--- config.mk ---
export PLATFORM = sky130hd
export DESIGN_NAME = wb_uart_lite
export DESIGN_NICKNAME = d
export VERILOG_FILES = /design/src/rtl/wb_uart_pkg.sv /design/src/rtl/uart_bit_timer.sv /design/src/rtl/wb_uart_lite.sv
export SDC_FILE = /design/constraint.sdc
export NUM_CORES = 1
export LEC_CHECK = 0
export BUFFER_PORTS_ARGS = -buffer_cell sky130_fd_sc_hd__buf_2
export CORE_ASPECT_RATIO = 1.75
export CORE_UTILIZATION = 45
export CTS_CLUSTER_DIAMETER = 200
export DETAILED_ROUTE_END_ITERATION = 8
export PLACE_DENSITY = 0.65
export SETUP_SLACK_MARGIN = 0.3
export SLEW_MARGIN = 40
export SYNTH_ARGS = -nofsm -noshare
export SYNTH_HDL_FRONTEND = slang
export SYNTH_SLANG_ARGS = --single-unit
--- constraint.sdc ---
create_clock -name clock -period 2.95 [get_ports clock]
set_input_delay 0.7375 -clock clock [delete_from_list [all_inputs] [get_ports clock]]
set_output_delay 0.7375 -clock clock [all_outputs]
set_load 0.02 [all_outputs]
--- src/rtl/wb_uart_pkg.sv ---
// rtl/wb_uart_pkg.sv - shared register map, STATUS bit indices and FSM encodings for wb_uart_lite
package wb_uart_pkg;

  localparam logic [1:0] REG_DATA   = 2'd0;
  localparam logic [1:0] REG_STATUS = 2'd1;
  localparam logic [1:0] REG_DIV    = 2'd2;
  localparam logic [1:0] REG_RSVD   = 2'd3;

  localparam int ST_TX_BUSY      = 0;
  localparam int ST_RX_VALID     = 1;
  localparam int ST_RX_OVERRUN   = 2;
  localparam int ST_RX_FRAME_ERR = 3;
  localparam int ST_LOOP         = 4;

  localparam logic [1:0] S_IDLE  = 2'd0;
  localparam logic [1:0] S_START = 2'd1;
  localparam logic [1:0] S_DATA  = 2'd2;
  localparam logic [1:0] S_STOP  = 2'd3;

endpackage

--- src/rtl/uart_bit_timer.sv ---
// rtl/uart_bit_timer.sv - down-counting bit timer, ticks at terminal count and reloads from the live divisor
module uart_bit_timer #(
  parameter int DIV_W = 16
) (
  input  logic             clock,
  input  logic             reset,
  input  logic [DIV_W-1:0] i_div,
  input  logic             i_load,
  input  logic             i_load_half,
  input  logic             i_run,
  output logic             o_tick
);

  logic [DIV_W-1:0] r_cnt;

  assign o_tick = i_run && (r_cnt == '0);

  // Reloading from i_div at each tick makes a divisor change land on the next bit boundary.
  always_ff @(posedge clock) begin
    if (reset) begin
      r_cnt <= '0;
    end else if (i_load) begin
      r_cnt <= i_div - DIV_W'(1);
    end else if (i_load_half) begin
      r_cnt <= (i_div >> 1) - DIV_W'(1);
    end else if (o_tick) begin
      r_cnt <= i_div - DIV_W'(1);
    end else if (i_run) begin
      r_cnt <= r_cnt - DIV_W'(1);
    end
  end

endmodule

--- src/rtl/wb_uart_lite.sv ---
// rtl/wb_uart_lite.sv - Wishbone classic 8N1 UART; WB_UART_LOOPBACK_EN adds STATUS bit4 internal loopback
module wb_uart_lite
  import wb_uart_pkg::*;
#(
  parameter int CLK_DIV_RESET = 1042,
  parameter int DIV_W         = 16
) (
  input  logic        clock,
  input  logic        reset,
  input  logic [3:0]  wb_adr_i,
  input  logic [31:0] wb_dat_i,
  output logic [31:0] wb_dat_o,
  input  logic        wb_we_i,
  input  logic [3:0]  wb_sel_i,
  input  logic        wb_stb_i,
  input  logic        wb_cyc_i,
  output logic        wb_ack_o,
  output logic        uart_tx,
  input  logic        uart_rx
);

  logic             r_ack;
  logic [DIV_W-1:0] r_div;
  logic [1:0]       w_sel;
  logic             w_acc, w_wr, w_rd, w_data_rd, w_st_wr;
  logic [DIV_W-1:0] w_div_new;
  logic [31:0]      w_rd_data;
  logic             w_unused;

  logic [1:0] r_tx_state;
  logic [7:0] r_tx_shift;
  logic [2:0] r_tx_bit;
  logic       w_tx_busy, w_tx_start, w_tx_tick, w_tx_line;

  logic       r_rx_s1, r_rx_s2, r_rx_prev, r_rx_hold;
  logic [1:0] r_rx_state;
  logic [7:0] r_rx_shift, r_rx_data;
  logic [2:0] r_rx_bit;
  logic       r_rx_valid, r_rx_overrun, r_rx_ferr;
  logic       w_rx_in, w_rx_fall, w_rx_run, w_rx_tick, w_rx_done, w_rx_bad;

  assign w_unused  = ^{wb_adr_i[1:0], wb_sel_i, wb_dat_i};
  assign w_sel     = wb_adr_i[3:2];
  // Side effects happen in the ack cycle only, while the master still holds the request.
  assign w_acc     = r_ack && wb_cyc_i && wb_stb_i;
  assign w_wr      = w_acc && wb_we_i;
  assign w_rd      = w_acc && !wb_we_i;
  assign w_data_rd = w_rd && (w_sel == REG_DATA);
  assign w_st_wr   = w_wr && (w_sel == REG_STATUS);
  assign w_div_new = wb_dat_i[DIV_W-1:0];
  assign wb_ack_o  = r_ack;
  assign wb_dat_o  = r_ack ? w_rd_data : 32'h0;

  always_ff @(posedge clock) begin
    if (reset) begin
      r_ack <= 1'b0;
      r_div <= DIV_W'(CLK_DIV_RESET);
    end else begin
      r_ack <= wb_cyc_i && wb_stb_i && !r_ack;
      if (w_wr && (w_sel == REG_DIV)) begin
        r_div <= (w_div_new < DIV_W'(2)) ? DIV_W'(2) : w_div_new;
      end
    end
  end

`ifdef WB_UART_LOOPBACK_EN
  logic r_loop;
  always_ff @(posedge clock) begin
    if (reset) begin
      r_loop <= 1'b0;
    end else if (w_st_wr) begin
      r_loop <= wb_dat_i[ST_LOOP];
    end
  end
  assign w_rx_in = r_loop ? w_tx_line : uart_rx;
  assign uart_tx = r_loop ? 1'b1 : w_tx_line;
`else
  assign w_rx_in = uart_rx;
  assign uart_tx = w_tx_line;
`endif

  always_comb begin
    w_rd_data = 32'h0;
    case (w_sel)
      REG_DATA:   w_rd_data[7:0] = r_rx_data;
      REG_STATUS: begin
        w_rd_data[ST_TX_BUSY]      = w_tx_busy;
        w_rd_data[ST_RX_VALID]     = r_rx_valid;
        w_rd_data[ST_RX_OVERRUN]   = r_rx_overrun;
        w_rd_data[ST_RX_FRAME_ERR] = r_rx_ferr;
`ifdef WB_UART_LOOPBACK_EN
        w_rd_data[ST_LOOP]         = r_loop;
`else
        w_rd_data[ST_LOOP]         = 1'b0;
`endif
      end
      REG_DIV:    w_rd_data = 32'(r_div);
      REG_RSVD:   w_rd_data = 32'h0;
      default:    w_rd_data = 32'h0;
    endcase
  end

  // Transmitter
  assign w_tx_busy  = (r_tx_state != S_IDLE);
  assign w_tx_start = w_wr && (w_sel == REG_DATA) && !w_tx_busy;

  uart_bit_timer #(.DIV_W(DIV_W)) u_tx_timer (
    .clock       (clock),
    .reset       (reset),
    .i_div       (r_div),
    .i_load      (w_tx_start),
    .i_load_half (1'b0),
    .i_run       (w_tx_busy),
    .o_tick      (w_tx_tick)
  );

  always_ff @(posedge clock) begin
    if (reset) begin
      r_tx_state <= S_IDLE;
      r_tx_shift <= 8'h0;
      r_tx_bit   <= 3'd0;
    end else begin
      case (r_tx_state)
        S_IDLE: if (w_tx_start) begin
          r_tx_shift <= wb_dat_i[7:0];
          r_tx_bit   <= 3'd0;
          r_tx_state <= S_START;
        end
        S_START: if (w_tx_tick) r_tx_state <= S_DATA;
        S_DATA: if (w_tx_tick) begin
          r_tx_shift <= r_tx_shift >> 1;
          r_tx_bit   <= r_tx_bit + 3'd1;
          if (r_tx_bit == 3'd7) r_tx_state <= S_STOP;
        end
        S_STOP: if (w_tx_tick) r_tx_state <= S_IDLE;
        default: r_tx_state <= S_IDLE;
      endcase
    end
  end

  always_comb begin
    w_tx_line = 1'b1;
    case (r_tx_state)
      S_START: w_tx_line = 1'b0;
      S_DATA:  w_tx_line = r_tx_shift[0];
      default: w_tx_line = 1'b1;
    endcase
  end

  // Receiver
  assign w_rx_fall = r_rx_prev && !r_rx_s2;
  assign w_rx_run  = (r_rx_state != S_IDLE) && !r_rx_hold;
  assign w_rx_done = (r_rx_state == S_STOP) && w_rx_tick && r_rx_s2;
  assign w_rx_bad  = (r_rx_state == S_STOP) && w_rx_tick && !r_rx_s2;

  uart_bit_timer #(.DIV_W(DIV_W)) u_rx_timer (
    .clock       (clock),
    .reset       (reset),
    .i_div       (r_div),
    .i_load      (1'b0),
    .i_load_half ((r_rx_state == S_IDLE) && w_rx_fall),
    .i_run       (w_rx_run),
    .o_tick      (w_rx_tick)
  );

  always_ff @(posedge clock) begin
    if (reset) begin
      r_rx_s1    <= 1'b1;
      r_rx_s2    <= 1'b1;
      r_rx_prev  <= 1'b1;
      r_rx_state <= S_IDLE;
      r_rx_shift <= 8'h0;
      r_rx_bit   <= 3'd0;
      r_rx_hold  <= 1'b0;
    end else begin
      r_rx_s1   <= w_rx_in;
      r_rx_s2   <= r_rx_s1;
      r_rx_prev <= r_rx_s2;
      case (r_rx_state)
        S_IDLE: if (w_rx_fall) begin
          r_rx_bit   <= 3'd0;
          r_rx_state <= S_START;
        end
        // A start bit that is high again at mid-bit was a glitch.
        S_START: if (w_rx_tick) r_rx_state <= r_rx_s2 ? S_IDLE : S_DATA;
        S_DATA: if (w_rx_tick) begin
          r_rx_shift <= {r_rx_s2, r_rx_shift[7:1]};
          r_rx_bit   <= r_rx_bit + 3'd1;
          if (r_rx_bit == 3'd7) r_rx_state <= S_STOP;
        end
        S_STOP: begin
          if (r_rx_hold) begin
            if (r_rx_s2) begin
              r_rx_hold  <= 1'b0;
              r_rx_state <= S_IDLE;
            end
          end else if (w_rx_tick) begin
            if (r_rx_s2) r_rx_state <= S_IDLE;
            else         r_rx_hold  <= 1'b1;
          end
        end
        default: r_rx_state <= S_IDLE;
      endcase
    end
  end

  always_ff @(posedge clock) begin
    if (reset) begin
      r_rx_data    <= 8'h0;
      r_rx_valid   <= 1'b0;
      r_rx_overrun <= 1'b0;
      r_rx_ferr    <= 1'b0;
    end else begin
      if (w_rx_done) begin
        r_rx_data  <= r_rx_shift;
        r_rx_valid <= 1'b1;
      end else if (w_data_rd) begin
        r_rx_valid <= 1'b0;
      end
      if (w_st_wr && wb_dat_i[ST_RX_OVERRUN]) r_rx_overrun <= 1'b0;
      if (w_rx_done && r_rx_valid && !w_data_rd) r_rx_overrun <= 1'b1;
      if (w_st_wr && wb_dat_i[ST_RX_FRAME_ERR]) r_rx_ferr <= 1'b0;
      if (w_rx_bad) r_rx_ferr <= 1'b1;
    end
  end

endmodule
==> Word-level counts from Yosys, hierarchy flattened <==
Cells that the tools add are included.
{ "totals": {"reg_bits": 90, "output_inout_bits": 34, "wordCells": 139} }
{ "op_classes": {"n_addsub": 6, "order_cmp": 1, "n_eq_ne": 21, "mux": 45, "reduce_logical": 48} }
{ "op_table": {"columns": ["operator", "count"], "rows": [
  ["$mux W16", 7],
  ["$sub A16 B1 Y16 const B", 3],
  ["$logic_not A16 Y1", 2],
  ["$mux W32", 1],
  ["$mux W2", 13],
  ["$mux W8", 3],
  ["$logic_and A1 B1 Y1", 23],
  ["$pmux W5 S4", 1],
  ["$pmux W3 S2", 3],
  ["$lt A16 B2 Y1 const B", 1],
  ["$pmux W2 S4", 2],
  ["$pmux W8 S2", 1],
  ["$sub A15 B1 Y16 const B", 1],
  ["$reduce_bool A2 Y1", 7],
  ["$eq A2 B2 Y1 const B", 6],
  ["$mux W3", 4],
  ["$ne A2 B2 Y1 const B", 5],
  ["$reduce_and A5 Y1", 2],
  ["$mux W1", 9],
  ["$ne A2 B1 Y1 const B", 4],
  ["$add A3 B1 Y3 const B", 2],
  ["$eq A2 B1 Y1 const B", 3],
  ["$eq A3 B3 Y1 const B", 2],
  ["$logic_not A1 Y1", 6],
  ["6 further kinds", 10]
]} }

==> Longest topological paths before layout <==
{ "depth": {"word_depth": 8, "ltp_mapped": 9, "mapped_depth_nobuf": 7} }

==> Cells and area by module <==
A second synthesis with hierarchy kept.
{ "hier_totals": {"cells_unflattened": 854, "area_unflattened_um2": 6673.9} }
{ "by_module_without_submodules": {"columns": ["module", "instances", "cells_per_inst", "area_per_inst_um2"], "rows": [
  ["uart_bit_timer", 2, 263, 1931.9],
  ["wb_uart_lite", 1, 328, 2810.2]
]} }

==> Worst setup path before layout <==
No wires, ideal clock.
{ "synth_path": {"path_type": "input port to output port", "start": "input port wb_adr_i[3]", "end": "output port wb_dat_o[6]", "arrival_ps": 1768, "required_time_ps": 2213, "path_slack_ps": 445, "path_stages": 4, "path_buffers": 2, "cell_sequence": "buf_1 -> clkbuf_1 -> mux2i_1 -> nor2_1"} }
{ "synth_between": {"elab_chain_len": 3, "word_cells_on_any_way": 4} }
{ "synth_lines": {"columns": ["item", "line", "text"], "rows": [
  ["from (decl)", "wb_uart_lite.sv:10", "input logic [3:0] wb_adr_i,"],
  ["$eq A2 B2 Y1 or $logic_not A2 Y1 (tied branches)", "wb_uart_lite.sv:84", "case (w_sel)"],
  ["$pmux W3 S2 (*)", "wb_uart_lite.sv:84", null],
  ["$mux W32 (*)", "wb_uart_lite.sv:52", "assign wb_dat_o = r_ack ? w_rd_data : 32'h0;"],
  ["to (decl)", "wb_uart_lite.sv:12", "output logic [31:0] wb_dat_o,"]
]} }
Mark *: on every way between the ends. The rest lies on a longest branch, timed or not.

==> Worst setup path in the final report <==
{ "layout_path": {"start": "input port wb_adr_i[3]", "end": "output port wb_dat_o[0]"} }
{ "layout_between": {"elab_chain_len": 3, "word_cells_on_any_way": 6} }
{ "layout_lines": {"columns": ["item", "line"], "rows": [
  ["$eq A2 B2 Y1, or another cell as far along", "wb_uart_lite.sv:84"],
  ["$pmux W5 S4 (*)", "wb_uart_lite.sv:84"],
  ["$mux W32 (*)", "wb_uart_lite.sv:52"]
]} }
Marks and branches as above.

==> out/results.tsv <==
metric	value	unit
status	finished, final reports clean	
Ys Warns	0	
R2R setup slack	410	ps
vias	5241	
drt via density	5.889	
Netlist cell types	73	
H-tree levels	3	
Final Util	0.5150	
P per Cell Area	794.3	nW/um^2
first-pass GRT wire length	26220	um
DRT Wirelength	16220	um
core area	12430	sq um
gpl congestion	0.9149	
HPWL after DPL	12170	um
Die Y-Extent	151.3	um
FFs w/ async S/R, synth	0	
worst-path fanout max	23	
average cell area after synthesis	8.283	sq um
Worst-Skew Late Latency	350	ps
largest net degree at the start of global routing	33	
final-stage net count	779	
Clock Pin Slew Worst Setup and Hold Paths	70	ps
Top Ports	80	
Num CTS Buffers	9	
RSZ-0062 raised after global routing	no	
#FFs+latches synth	90	
Tcrit/Tclk final	0.8690	
Final ANT Viol Nets	0	
Setup-failing EPs final	0	
Leak	2.396	nW
synthesized area	5732	sq um
vias in the first global route	5136	
Initial Util	0.4611	
Synth top area share	0.3143	
Worst path slowest cell	buf_2	
Max Cap Viol	0	
Hold Path Class	reg2reg	
Req. time, crit path	2210	ps
hold path cells	1	
VDD IR-drop max	0.0003444	V
All-Layer GR Usage	0.2577	
top-count cell post-synth	dfxtp_1	
DR DRC count	0	
initial antenna violation count	0	
CP startpoint kind	input pin	
crit path DAT	1830	ps
Worst path max stage delay	390	ps
Final Hold Viols	0	
total gr overflow	0	
final worst path period need	2563	ps
standard-cell rows	54	
Area after DPL	6052	sq um
CP dominant cell by count	buf_2	
CTS tree	built	
Slew HR	0.4479	
initial DRC count	304	
CP cell instances	buf_2 > mux2i_1 > o22ai_1 > and2_1 > buf_2	
layout cells sized above 1	0.1690	
Max Clock Freq	390.1	MHz
CTS Sinks	90	
CP Class	in2out	
Layout Area Growth over Synthesis	11.70	%
synth cell count leaders	dfxtp_1 (90), nor2_1 (57), nand2_1 (51)	
Post-Syn Instances	692	
Top FF cell, synth	dfxtp_1	
PnR Total Power	5.085	mW
Seq/Total Area, Yosys	0.3143	
number of synthesized flops with an enable pin	0	
Clock Path Buffers	2	
clk_skew	9.990	ps
Slew @ Worst Pin	825.2	ps
Max Slew Vio Count	0	
WL/cell	18.22	um
R2R Path Start	u_rx_timer.r_cnt[7]	
setup TNS	0	ps
die area	13210	sq um
leading area contributor after synthesis	dfxtp_1	
Inserted Diodes	0	
die width	87.32	um
RR Endpoint	u_rx_timer.r_cnt[14]	
WHS Endpoint	r_rx_s2	
Final Cell Area	6402	sq um
R2R cell count	6	
Worst Hold Launch	r_rx_s1	
root buf cell	clkbuf_16	
PortBufs	41	
CP Capture Type	primary output	
1st-pass router iterations	5	
ranking of synthesized cells by area	dfxtp_1 (31%), mux2i_1 (8.4%), nor2_1 (3.7%)	
state kept, by name, summed over array words and instances, names as in the netlist, 2 cells and up, named ones only:
signal            flops
r_rx_shift            8
r_tx_shift            8
r_rx_bit              3
u_tx_timer.r_cnt     16
r_rx_data             8
r_tx_state            2
r_div                16
u_rx_timer.r_cnt     16
r_tx_bit              3
logic make-up after synthesis:
logic type	Yosys count	synth area share
AND/OR/NAND/NOR	246	0.2366
AO/OA/AOI/OAI	167	0.2000
flip-flops	90	0.3143
buffers and inverters	89	0.07488
multiplexers	51	0.08972
XOR/XNOR	32	0.04890
adder cells (fa/ha/maj)	16	0.03493
other	1	0.0006543
area by class of cell:
| type | count | area, sq um |
|---|---|---|
| flip-flops and latches | 90 | 1802 |
| clock inverters | 7 | 95.09 |
| well taps | 168 | 210.2 |
| multi-input cells | 528 | 3591 |
| fillers | 1200 | 6030 |
| inverters | 21 | 78.83 |
| clock buffers | 9 | 225.2 |
| repair buffers | 67 | 400.4 |
through the flow:
stage	std cells	setup slack [ps]	hold slack (ps)
finish	890	386.5	418.2
global route	890	299.7	434.2
CTS	888	339.2	420.5
detailed placement	872	363.2	399.8
global placement	872	392.3	407.2
floorplan	707	444.5	389.5
power by group:
group | switching, mW | internal, mW | leakage, nW
clock network | 0.545 | 0.682 | 0.157
registers | 0.189 | 1.39 | 0.730
logic | 1.32 | 0.959 | 1.51
critical path: cells and delay by family:
family,cells,cell delay (ps)
buffers and inverters,2,540
multiplexers,1,250
AND/OR/NAND/NOR,1,180
AO/OA/AOI/OAI,1,110
what timing repair did:
action                     in CTS  in global routing
hold buffers                    0                  0
resized for setup               0                  4
setup endpoints to repair       0                 20
setup buffers                   0                  2
cells in the final DEF (no fill, tap or decap), drive strengths merged, types with 8 or more instances in the layout:
cell    netlist  routed
nor4         20      20
buf          32      67
and3          9       9
a311oi        9       9
or4          10      10
conb          1      16
xor2         10      10
mux2i        48      48
nor2         58      58
ha           16      16
nand2        54      54
nand4         8       8
o21ai        30      30
dfxtp        90      90
a22oi        10      10
nor3         19      19
o32ai        10      10
a21oi        51      51
nand3        16      16
o211ai        9       9
xnor2        22      22
clkbuf       36       9
inv          21      24
per-layer routing:
layer / routed length (um) / global-route usage / share of wire / vias up
li1: - / - / - / 2564
met1: 6197 / 0.2807 / 0.38 / 2470
met2: 8565 / 0.4625 / 0.53 / 152
met3: 542 / 0.02997 / 0.033 / 55
met4: 911 / 0.1656 / 0.056 / 0
met5: 0 / 0 / 0 / -
how the worst max path moves through the flow:
stage	end	startpoint	slack, ps
after floorplan	wb_dat_o[6]	wb_adr_i[3]	440
after global placement	u_tx_timer.r_cnt[1]	u_tx_timer.r_cnt[0]	390
after detailed placement	u_tx_timer.r_cnt[1]	u_tx_timer.r_cnt[0]	360
after CTS	u_tx_timer.r_cnt[1]	u_tx_timer.r_cnt[0]	340
after global routing	u_rx_timer.r_cnt[14]	u_rx_timer.r_cnt[7]	300
final	wb_dat_o[0]	wb_adr_i[3]	390
(Power assumes the default switching activity.)
